==> config.mk <==
export PLATFORM = sky130hd
export DESIGN_NAME = wavepool_issue_arbiter_flat
export DESIGN_NICKNAME = d
export VERILOG_FILES = /design/src/rtl/wavepool_issue_arbiter_if.sv /design/src/rtl/wavepool_issue_arbiter.sv /design/src/flat_wrapper.sv
export SDC_FILE = /design/constraint.sdc
export NUM_CORES = 1
export LEC_CHECK = 0
export CORE_ASPECT_RATIO = 0.9
export CORE_MARGIN = 10
export CORE_UTILIZATION = 30
export DETAILED_ROUTE_END_ITERATION = 6
export SLEW_MARGIN = 10
export SYNTH_ARGS = -nofsm -noshare
export SYNTH_HDL_FRONTEND = slang
export SYNTH_SLANG_ARGS = --single-unit
==> constraint.sdc <==
create_clock -name clk -period 8.5 [get_ports clk]
set_input_delay 1.275 -clock clk [delete_from_list [all_inputs] [get_ports clk]]
set_output_delay 1.275 -clock clk [all_outputs]
set_load 0.02 [all_outputs]
==> src/rtl/wavepool_issue_arbiter_if.sv <==
// Handshake bundle between the wavepool slots, the issue arbiter and decode.
// The slave side is the arbiter; the master side is the wavepool/decode environment.
interface wavepool_issue_arbiter_if #(
  parameter int NUM_WF = 40,
  parameter int WFID_W = 6
);
  logic [NUM_WF-1:0] wf_ready;
  logic              decode_stall;
  logic              release_valid;
  logic [WFID_W-1:0] release_wfid;
  logic              flush_valid;
  logic [WFID_W-1:0] flush_wfid;
  logic              issue_valid;
  logic [WFID_W-1:0] issue_wfid;
  logic [NUM_WF-1:0] issue_pop;
  logic [NUM_WF-1:0] inflight;
  logic              idle;

  modport master (
    output wf_ready, decode_stall, release_valid, release_wfid, flush_valid, flush_wfid,
    input  issue_valid, issue_wfid, issue_pop, inflight, idle
  );

  modport slave (
    input  wf_ready, decode_stall, release_valid, release_wfid, flush_valid, flush_wfid,
    output issue_valid, issue_wfid, issue_pop, inflight, idle
  );
endinterface

==> src/rtl/wavepool_issue_arbiter.sv <==
// Round-robin issue arbiter: grants at most one ready, not-in-flight wavefront per
// cycle and holds its ownership bit until decode releases or flushes it.
module wavepool_issue_arbiter #(
  parameter int NUM_WF = 40,
  parameter int WFID_W = 6
) (
  input  logic                    clk,
  input  logic                    rst,
  wavepool_issue_arbiter_if.slave bus
);
  logic [NUM_WF-1:0]   inflight_r;
  logic [NUM_WF-1:0]   issue_pop_r;
  logic [WFID_W-1:0]   ptr_r;
  logic [WFID_W-1:0]   issue_wfid_r;
  logic                issue_valid_r;
  logic                idle_r;

  logic [NUM_WF-1:0]   rel_mask_s;
  logic [NUM_WF-1:0]   flush_mask_s;
  logic [NUM_WF-1:0]   elig_s;
  logic [2*NUM_WF-1:0] dbl_s;
  logic [NUM_WF-1:0]   rot_s;
  logic [NUM_WF-1:0]   grant_mask_s;
  logic [WFID_W:0]     off_s;
  logic [WFID_W:0]     sum_s;
  logic [WFID_W-1:0]   grant_id_s;
  logic [WFID_W-1:0]   ptr_next_s;
  logic                grant_s;

  // Decode release/flush ids into slot masks; ids at or above NUM_WF match nothing.
  always_comb begin
    rel_mask_s   = {NUM_WF{1'b0}};
    flush_mask_s = {NUM_WF{1'b0}};
    for (int k = 0; k < NUM_WF; k++) begin
      rel_mask_s[k]   = bus.release_valid && (bus.release_wfid == WFID_W'(k));
      flush_mask_s[k] = bus.flush_valid && (bus.flush_wfid == WFID_W'(k));
    end
    elig_s = bus.wf_ready & ~inflight_r & ~flush_mask_s;
  end

  // Rotate eligibility so bit 0 is the slot at ptr, then take the lowest set bit.
  always_comb begin
    dbl_s   = {elig_s, elig_s};
    rot_s   = NUM_WF'(dbl_s >> ptr_r);
    grant_s = 1'b0;
    off_s   = {(WFID_W+1){1'b0}};
    for (int i = NUM_WF - 1; i >= 0; i--) begin
      if (rot_s[i]) begin
        grant_s = 1'b1;
        off_s   = (WFID_W+1)'(i);
      end else begin
        grant_s = grant_s;
        off_s   = off_s;
      end
    end
    if (bus.decode_stall) begin
      grant_s = 1'b0;
    end else begin
      grant_s = grant_s;
    end
  end

  // Map the rotated offset back to an absolute wfid and advance the pointer past it.
  always_comb begin
    sum_s = {1'b0, ptr_r} + off_s;
    if (sum_s >= (WFID_W+1)'(NUM_WF)) begin
      grant_id_s = WFID_W'(sum_s - (WFID_W+1)'(NUM_WF));
    end else begin
      grant_id_s = WFID_W'(sum_s);
    end
    if (!grant_s) begin
      ptr_next_s = ptr_r;
    end else if (grant_id_s == WFID_W'(NUM_WF - 1)) begin
      ptr_next_s = {WFID_W{1'b0}};
    end else begin
      ptr_next_s = grant_id_s + WFID_W'(1);
    end
    grant_mask_s = {NUM_WF{1'b0}};
    for (int k = 0; k < NUM_WF; k++) begin
      grant_mask_s[k] = grant_s && (grant_id_s == WFID_W'(k));
    end
  end

  // Ownership, pointer and registered issue outputs.
  always_ff @(posedge clk or negedge rst) begin
    if (!rst) begin
      inflight_r    <= {NUM_WF{1'b0}};
      ptr_r         <= {WFID_W{1'b0}};
      issue_valid_r <= 1'b0;
      issue_wfid_r  <= {WFID_W{1'b0}};
      issue_pop_r   <= {NUM_WF{1'b0}};
      idle_r        <= 1'b1;
    end else begin
      inflight_r    <= (inflight_r & ~(rel_mask_s | flush_mask_s)) | grant_mask_s;
      ptr_r         <= ptr_next_s;
      issue_valid_r <= grant_s;
      issue_pop_r   <= grant_mask_s;
      if (grant_s) begin
        issue_wfid_r <= grant_id_s;
      end else begin
        issue_wfid_r <= issue_wfid_r;
      end
      idle_r <= (inflight_r == {NUM_WF{1'b0}}) && (bus.wf_ready == {NUM_WF{1'b0}});
    end
  end

  assign bus.issue_valid = issue_valid_r;
  assign bus.issue_wfid  = issue_wfid_r;
  assign bus.issue_pop   = issue_pop_r;
  assign bus.inflight    = inflight_r;
  assign bus.idle        = idle_r;
endmodule

==> src/flat_wrapper.sv <==
// flat-port wrapper written by rule: the top's interface ports become plain ports
module wavepool_issue_arbiter_flat 
#(
  parameter int NUM_WF = 40,
  parameter int WFID_W = 6
)
  (clk, rst, bus_wf_ready, bus_decode_stall, bus_release_valid, bus_release_wfid, bus_flush_valid, bus_flush_wfid, bus_issue_valid, bus_issue_wfid, bus_issue_pop, bus_inflight, bus_idle);
  wavepool_issue_arbiter_if #(.NUM_WF(NUM_WF), .WFID_W(WFID_W)) bus_i ();
  input  logic clk;
  input  logic rst;
  input wire logic [$bits(bus_i.wf_ready)-1:0] bus_wf_ready;
  input wire logic [$bits(bus_i.decode_stall)-1:0] bus_decode_stall;
  input wire logic [$bits(bus_i.release_valid)-1:0] bus_release_valid;
  input wire logic [$bits(bus_i.release_wfid)-1:0] bus_release_wfid;
  input wire logic [$bits(bus_i.flush_valid)-1:0] bus_flush_valid;
  input wire logic [$bits(bus_i.flush_wfid)-1:0] bus_flush_wfid;
  output wire logic [$bits(bus_i.issue_valid)-1:0] bus_issue_valid;
  output wire logic [$bits(bus_i.issue_wfid)-1:0] bus_issue_wfid;
  output wire logic [$bits(bus_i.issue_pop)-1:0] bus_issue_pop;
  output wire logic [$bits(bus_i.inflight)-1:0] bus_inflight;
  output wire logic [$bits(bus_i.idle)-1:0] bus_idle;
  assign bus_i.wf_ready = bus_wf_ready;
  assign bus_i.decode_stall = bus_decode_stall;
  assign bus_i.release_valid = bus_release_valid;
  assign bus_i.release_wfid = bus_release_wfid;
  assign bus_i.flush_valid = bus_flush_valid;
  assign bus_i.flush_wfid = bus_flush_wfid;
  assign bus_issue_valid = bus_i.issue_valid;
  assign bus_issue_wfid = bus_i.issue_wfid;
  assign bus_issue_pop = bus_i.issue_pop;
  assign bus_inflight = bus_i.inflight;
  assign bus_idle = bus_i.idle;
  wavepool_issue_arbiter #(.NUM_WF(NUM_WF), .WFID_W(WFID_W)) u_core (.clk(clk), .rst(rst), .bus(bus_i));
endmodule
Word-level counts from Yosys, hierarchy flattened. Cells that the tools add are included.

Order comparisons: 1. Multiplexer cells: 83. $add $sub $neg: 3. Shift-type cells: 1. Reduce and logical (&&, ||, !) cells: 126. Eq/ne operators: 117. Bitwise gates (word level): 8.

Operator list (count): 6-bit by 5-bit == test with 1-bit output (second input constant) (48); 6-bit two-way mux (42); 6-bit by 4-bit == test with 1-bit output (second input constant) (24); 6-bit == test (second input constant) (24); 1-bit logical AND (121); 40-bit bitwise AND (3); 40-bit inverter (3); 40-bit logical NOT (2); 40-bit OR (2); 80-bit by 6-bit >> shifter with 40-bit output (1); 6-bit by 3-bit == test with 1-bit output (second input constant) (12); 1-bit two-way mux (41); 6-bit by 2-bit == test with 1-bit output (second input constant) (6); 6-bit by 1-bit == test with 1-bit output (second input constant) (3); 6-bit logical NOT (3); 6-bit by 6-bit adder with 7-bit output (1); 7-bit by 6-bit >= comparator with 1-bit output (second input constant) (1); 6-bit by 1-bit adder with 6-bit output (second input constant) (1); 6-bit subtractor (second input constant) (1).

Word-level logic and storage cells: 345. Register bits after elaboration: 94. Input bits: 57. Output and inout port bits: 88.

Depth between registers and ports, before layout.
Depth after elaboration: 51. Mapped depth: 29. Depth with buffers taken out: 24.

Least setup slack after synthesis. Ideal clock, no wire load.

Path type: input to register. From: input port bus_flush_wfid[2]. To: register u_core.ptr_r[5]. Stages: 28. Required time: 8.372 ns. Arrival time: 8.202 ns. Path slack: 0.170 ns. Path buffers: 4. Path through: buf_4 > buf_6 > and4b_1 > buf_2 > a21oi_1 > mux4_2 > o221a_2 > mux2_2 > a21o_1 > a221o_1 > or4b_2 > a21o_1 > a211oi_1 > a2111oi_0 > ha_1 > fa_1 > a21o_1 > a21oi_1 > xnor2_1 > ha_1 > o21ai_0 > a221oi_1 > xnor2_1 > or2_2 > nor2_1 > clkbuf_1 > a21oi_1 > mux2_1.

Cells in the longest elaborated chain, start to end: 50.

RTL lines: start, declared (line flat_wrapper.sv:16) `input wire logic [$bits(bus_i.flush_wfid)-1:0] bus_flush_wfid;`; 6-bit by 1-bit == test with 1-bit output, or another cell as far along (line wavepool_issue_arbiter.sv:36) `flush_mask_s[k] = bus.flush_valid && (bus.flush_wfid == WFID_W'(k));`; 1-bit logical AND (line wavepool_issue_arbiter.sv:36); 40-bit inverter * (line wavepool_issue_arbiter.sv:38) `elig_s = bus.wf_ready & ~inflight_r & ~flush_mask_s;`; 40-bit bitwise AND * (line wavepool_issue_arbiter.sv:38); 80-bit by 6-bit >> shifter with 40-bit output * (line wavepool_issue_arbiter.sv:44) `rot_s = NUM_WF'(dbl_s >> ptr_r);`; 6-bit two-way mux (40 in a row) (line wavepool_issue_arbiter.sv:48) `if (rot_s[i]) begin`; 6-bit by 6-bit adder with 7-bit output (line wavepool_issue_arbiter.sv:65) `sum_s = {1'b0, ptr_r} + off_s;`; 6-bit subtractor or 7-bit by 6-bit >= comparator with 1-bit output (tied branches) (line wavepool_issue_arbiter.sv:67, wavepool_issue_arbiter.sv:66); 6-bit two-way mux (line wavepool_issue_arbiter.sv:66) `if (sum_s >= (WFID_W+1)'(NUM_WF)) begin`; 6-bit by 1-bit adder with 6-bit output or 6-bit == test (tied branches) (line wavepool_issue_arbiter.sv:76, wavepool_issue_arbiter.sv:73); 6-bit two-way mux (line wavepool_issue_arbiter.sv:73) `end else if (grant_id_s == WFID_W'(NUM_WF - 1)) begin`; end signal, assigned (line wavepool_issue_arbiter.sv:88) `ptr_r <= {WFID_W{1'b0}};`; end signal, assigned (line wavepool_issue_arbiter.sv:95) `ptr_r <= ptr_next_s;`; end, declared (line wavepool_issue_arbiter.sv:13) `logic [WFID_W-1:0] ptr_r;`.

Mark *: on every way between the ends. The rest lies on a longest branch, timed or not. A chain may end at the register's enable or synchronous reset.

Worst setup path in the final report.
From: input port bus_flush_wfid[3]. To: register u_core.inflight_r[2] (netlist: u_core.bus.inflight[2]).

Cells in the longest elaborated chain, start to end: 51.

RTL lines: 6-bit by 1-bit == test with 1-bit output, or another cell as far along (line wavepool_issue_arbiter.sv:36); 1-bit logical AND (line wavepool_issue_arbiter.sv:36); 40-bit inverter (line wavepool_issue_arbiter.sv:38); 40-bit bitwise AND (line wavepool_issue_arbiter.sv:38); 80-bit by 6-bit >> shifter with 40-bit output (line wavepool_issue_arbiter.sv:44); 6-bit two-way mux (40 in a row) (line wavepool_issue_arbiter.sv:48); 6-bit by 6-bit adder with 7-bit output (line wavepool_issue_arbiter.sv:65); 6-bit subtractor or 7-bit by 6-bit >= comparator with 1-bit output (tied branches) (line wavepool_issue_arbiter.sv:67, wavepool_issue_arbiter.sv:66); 6-bit two-way mux (line wavepool_issue_arbiter.sv:66); 6-bit by 2-bit == test with 1-bit output (line wavepool_issue_arbiter.sv:80) `grant_mask_s[k] = grant_s && (grant_id_s == WFID_W'(k));`; 1-bit logical AND (line wavepool_issue_arbiter.sv:80); 40-bit OR * (line wavepool_issue_arbiter.sv:94) `inflight_r <= (inflight_r & ~(rel_mask_s | flush_mask_s)) | grant_mask_s;`; end signal, assigned (line wavepool_issue_arbiter.sv:87) `inflight_r <= {NUM_WF{1'b0}};`; end signal, assigned (line wavepool_issue_arbiter.sv:94); end, declared (line wavepool_issue_arbiter.sv:11) `logic [NUM_WF-1:0] inflight_r;`.

Marked as above.

==> metrics <==
Setup-failing EPs final=0; Max-slew headroom=32.3%; Yosys cell types=105; CTS H-tree lvls=3; TritonRoute pass-1 iters=7; Core ar.=36300 um^2; worst skew pair latency=350 ps; vias per cell=6.48; routed len/inst=28.0 um; Worst setup SP type=input port; critical path arrival=8550 ps; Syn Inst Count=1312; post-route ant nets=0; clock sink total=94; Synth Warn #=0; RePlAce Congestion=1.07; Req. time, crit path=8780 ps; ratio of cells with drive above 1 in the final layout=26.8%; adder-cell share of the synthesized area=1.42%; Synth area leader=dfrtp_1; port buffer count=144; Final nets=1703; Synth top cells by count=nor2_1 (110), dfrtp_1 (93), nand2_1 (91); syn_area_per_cell=8.43 um^2; number of synthesized flops with an enable pin=0; area grow syn2layout=37.2%; Chip Height=202 um; initial core utilization=30.5%; Compound-Gate Fraction of Synth Area=30.2%; initial antenna violation count=0; FILL cells=3636; global-route wire length before repair=87200 um; hold buffers post-CTS=0; max-slew violations=0; max-cap viol count=0; CTS tree=done; Crit Path Category=input port to flip-flop; most frequent CP cell=buf_4; post-synthesis mux area share=14.3%; CP max-delay cell=or4b_2; clock-pin slew on the worst setup and hold paths=70 ps; GR Util All Layers=25.0%; largest net degree at the start of global routing=59; ANT cells=0; placed cells=2096; skew final=9.91 ps; period utilization=97.3%; Yosys reg bits=94; Post-synth ARST share=100%; XOR/XNOR share of the synthesized area=0.950%; Std-Cell Rows=66; Simple-Gate Fraction of Synth Area=26.7%; Yosys top cell area share=21.0%; die area=45000 um^2; Crit Path Max Fanout=15; sequential share of the synthesized area=21.3%; Final Hold Fails=0; initial DRC count=2375; I/O pin count=145; post-synth net total=1381; mapped cell area=11100 um^2; vias in the first global route=13.1k; HPWL after detailed placement=47000 um; TNS Setup=0 ps; global route total overflow=0; Most used DFF post-synth=dfrtp_1; fin cells=2115; Slowest Stage Delay on Critical Path=640 ps; CTS root buf=clkbuf_16; largest family of logic cells by synthesized area=compound AO/OA/AOI/OAI gates; measured slew at the worst slew-check pin=1010 ps; count leader, synth=nor2_1; Remaining DRCs=0; HP Class=flip-flop to flip-flop; total number of vias=13.7k; status=finished clean; Area contributors post-synth=dfrtp_1 (21%), mux4_2 (8.8%), nor2_1 (3.7%); Max clock buf depth=2; total CTS buffers=9; Die Width=222 um; post-route minimum period=8270 ps; fmax=121 MHz; Routed WL=59300 um; Worst Setup End Kind=flip-flop
layer usage:
layer	vias up	part of all wire, %	routed length [um]	track usage, %
met5	-	0	0	0
met4	0	3.3	1980	7.40
met3	145	11	6540	4.39
met2	1036	44	25900	38.6
met1	6691	42	24900	34.7
li1	5832	-	-	-
cells in the final DEF, fill, tap and decap left out, types with 16 or more instances in the layout:
| cell | netlist | routed |
|---|---|---|
| nor4_1 | 28 | 28 |
| mux2i_1 | 32 | 31 |
| mux4_2 | 43 | 43 |
| clkdlybuf4s50_1 | 0 | 143 |
| o22ai_1 | 16 | 16 |
| o21ai_0 | 61 | 58 |
| nand2_1 | 91 | 91 |
| and3_1 | 47 | 47 |
| buf_4 | 5 | 268 |
| a211oi_1 | 28 | 27 |
| a21o_1 | 24 | 24 |
| nor2_1 | 110 | 106 |
| dfrtp_1 | 93 | 90 |
| nand3_1 | 26 | 26 |
| mux2_2 | 15 | 16 |
| a21oi_1 | 68 | 65 |
| nor2b_1 | 30 | 30 |
| nand2b_1 | 34 | 34 |
| a31oi_1 | 20 | 19 |
| nor3_1 | 26 | 25 |
| a32o_1 | 24 | 24 |
| a22oi_1 | 23 | 23 |
path summary, 6_finish.rpt:
check / start / endpoint / slack [ps] / cells after the start
max: bus_flush_wfid[3] / u_core.bus.inflight[2] / 230 / 29
min: u_core.bus.issue_wfid[2] / u_core.bus.issue_wfid[2] / 500 / 1
max reg2reg: u_core.ptr_r[0] / u_core.bus.inflight[2] / 1080 / 26
min reg2reg: u_core.bus.issue_wfid[2] / u_core.bus.issue_wfid[2] / 500 / 1
max in group asynchronous: rst / u_core.bus.issue_pop[32] / 6520 / 2
min in group asynchronous: rst / u_core.bus.issue_wfid[1] / 900 / 1
timing repair:
item,4_1_cts,5_1_grt
resized for setup,6,28
buffers inserted,0,3
endpoints found under the setup margin,39,86
pin swaps,0,3
critical path, delay by kind of cell:
family,cells,cell delay [ps]
muxes,1,380
xor gates and xnor gates,1,170
AOI/OAI and AO/OA,12,2560
and+or+nand+nor,6,1920
adders and majority gates,3,880
buffers and inverters,6,1360
cells by family after synthesis:
family          Yosys count
xor+xnor                 12
compound gates          453
flops                    94
buf+inv                 123
simple gates            517
mux                     101
fa+ha+maj                12
state kept, by name (all words and copies together), names as in the netlist:
register and flops:
u_core.bus.inflight 40, u_core.bus.issue_pop 40, u_core.bus.issue_wfid 6, u_core.ptr_r 6, u_core.bus.idle 1, u_core.bus.issue_valid 1
per-stage QoR:
stage / util (%) / hold WS [ps] / instance area (um^2) / worst slack [ps]
after floorplan: - / 609 / 11100 / 170
after global placement: 40.6 / 470 / 14700 / -455
after detailed placement: 40.6 / 480 / 14700 / -572
after CTS: 41.5 / 503 / 15000 / 51.4
after global routing: 41.9 / 531 / 15200 / -15.6
final: 41.9 / 498 / 15200 / 226
layout make-up:
cell class	instances	area [um^2]	share of cell area, %
repair buffers	418	3580	23.6
flip-flops and latches	94	2360	15.5
multi-input cells	1095	8280	54.5
well taps	476	596	3.92
clock inverters	7	80.1	0.527
clock buffers	9	225	1.48
inverters	16	60.1	0.396
Power is left out: the tool's default activity adds up to more than one toggle a clock period on the data nets, which glitch-free logic cannot reach.
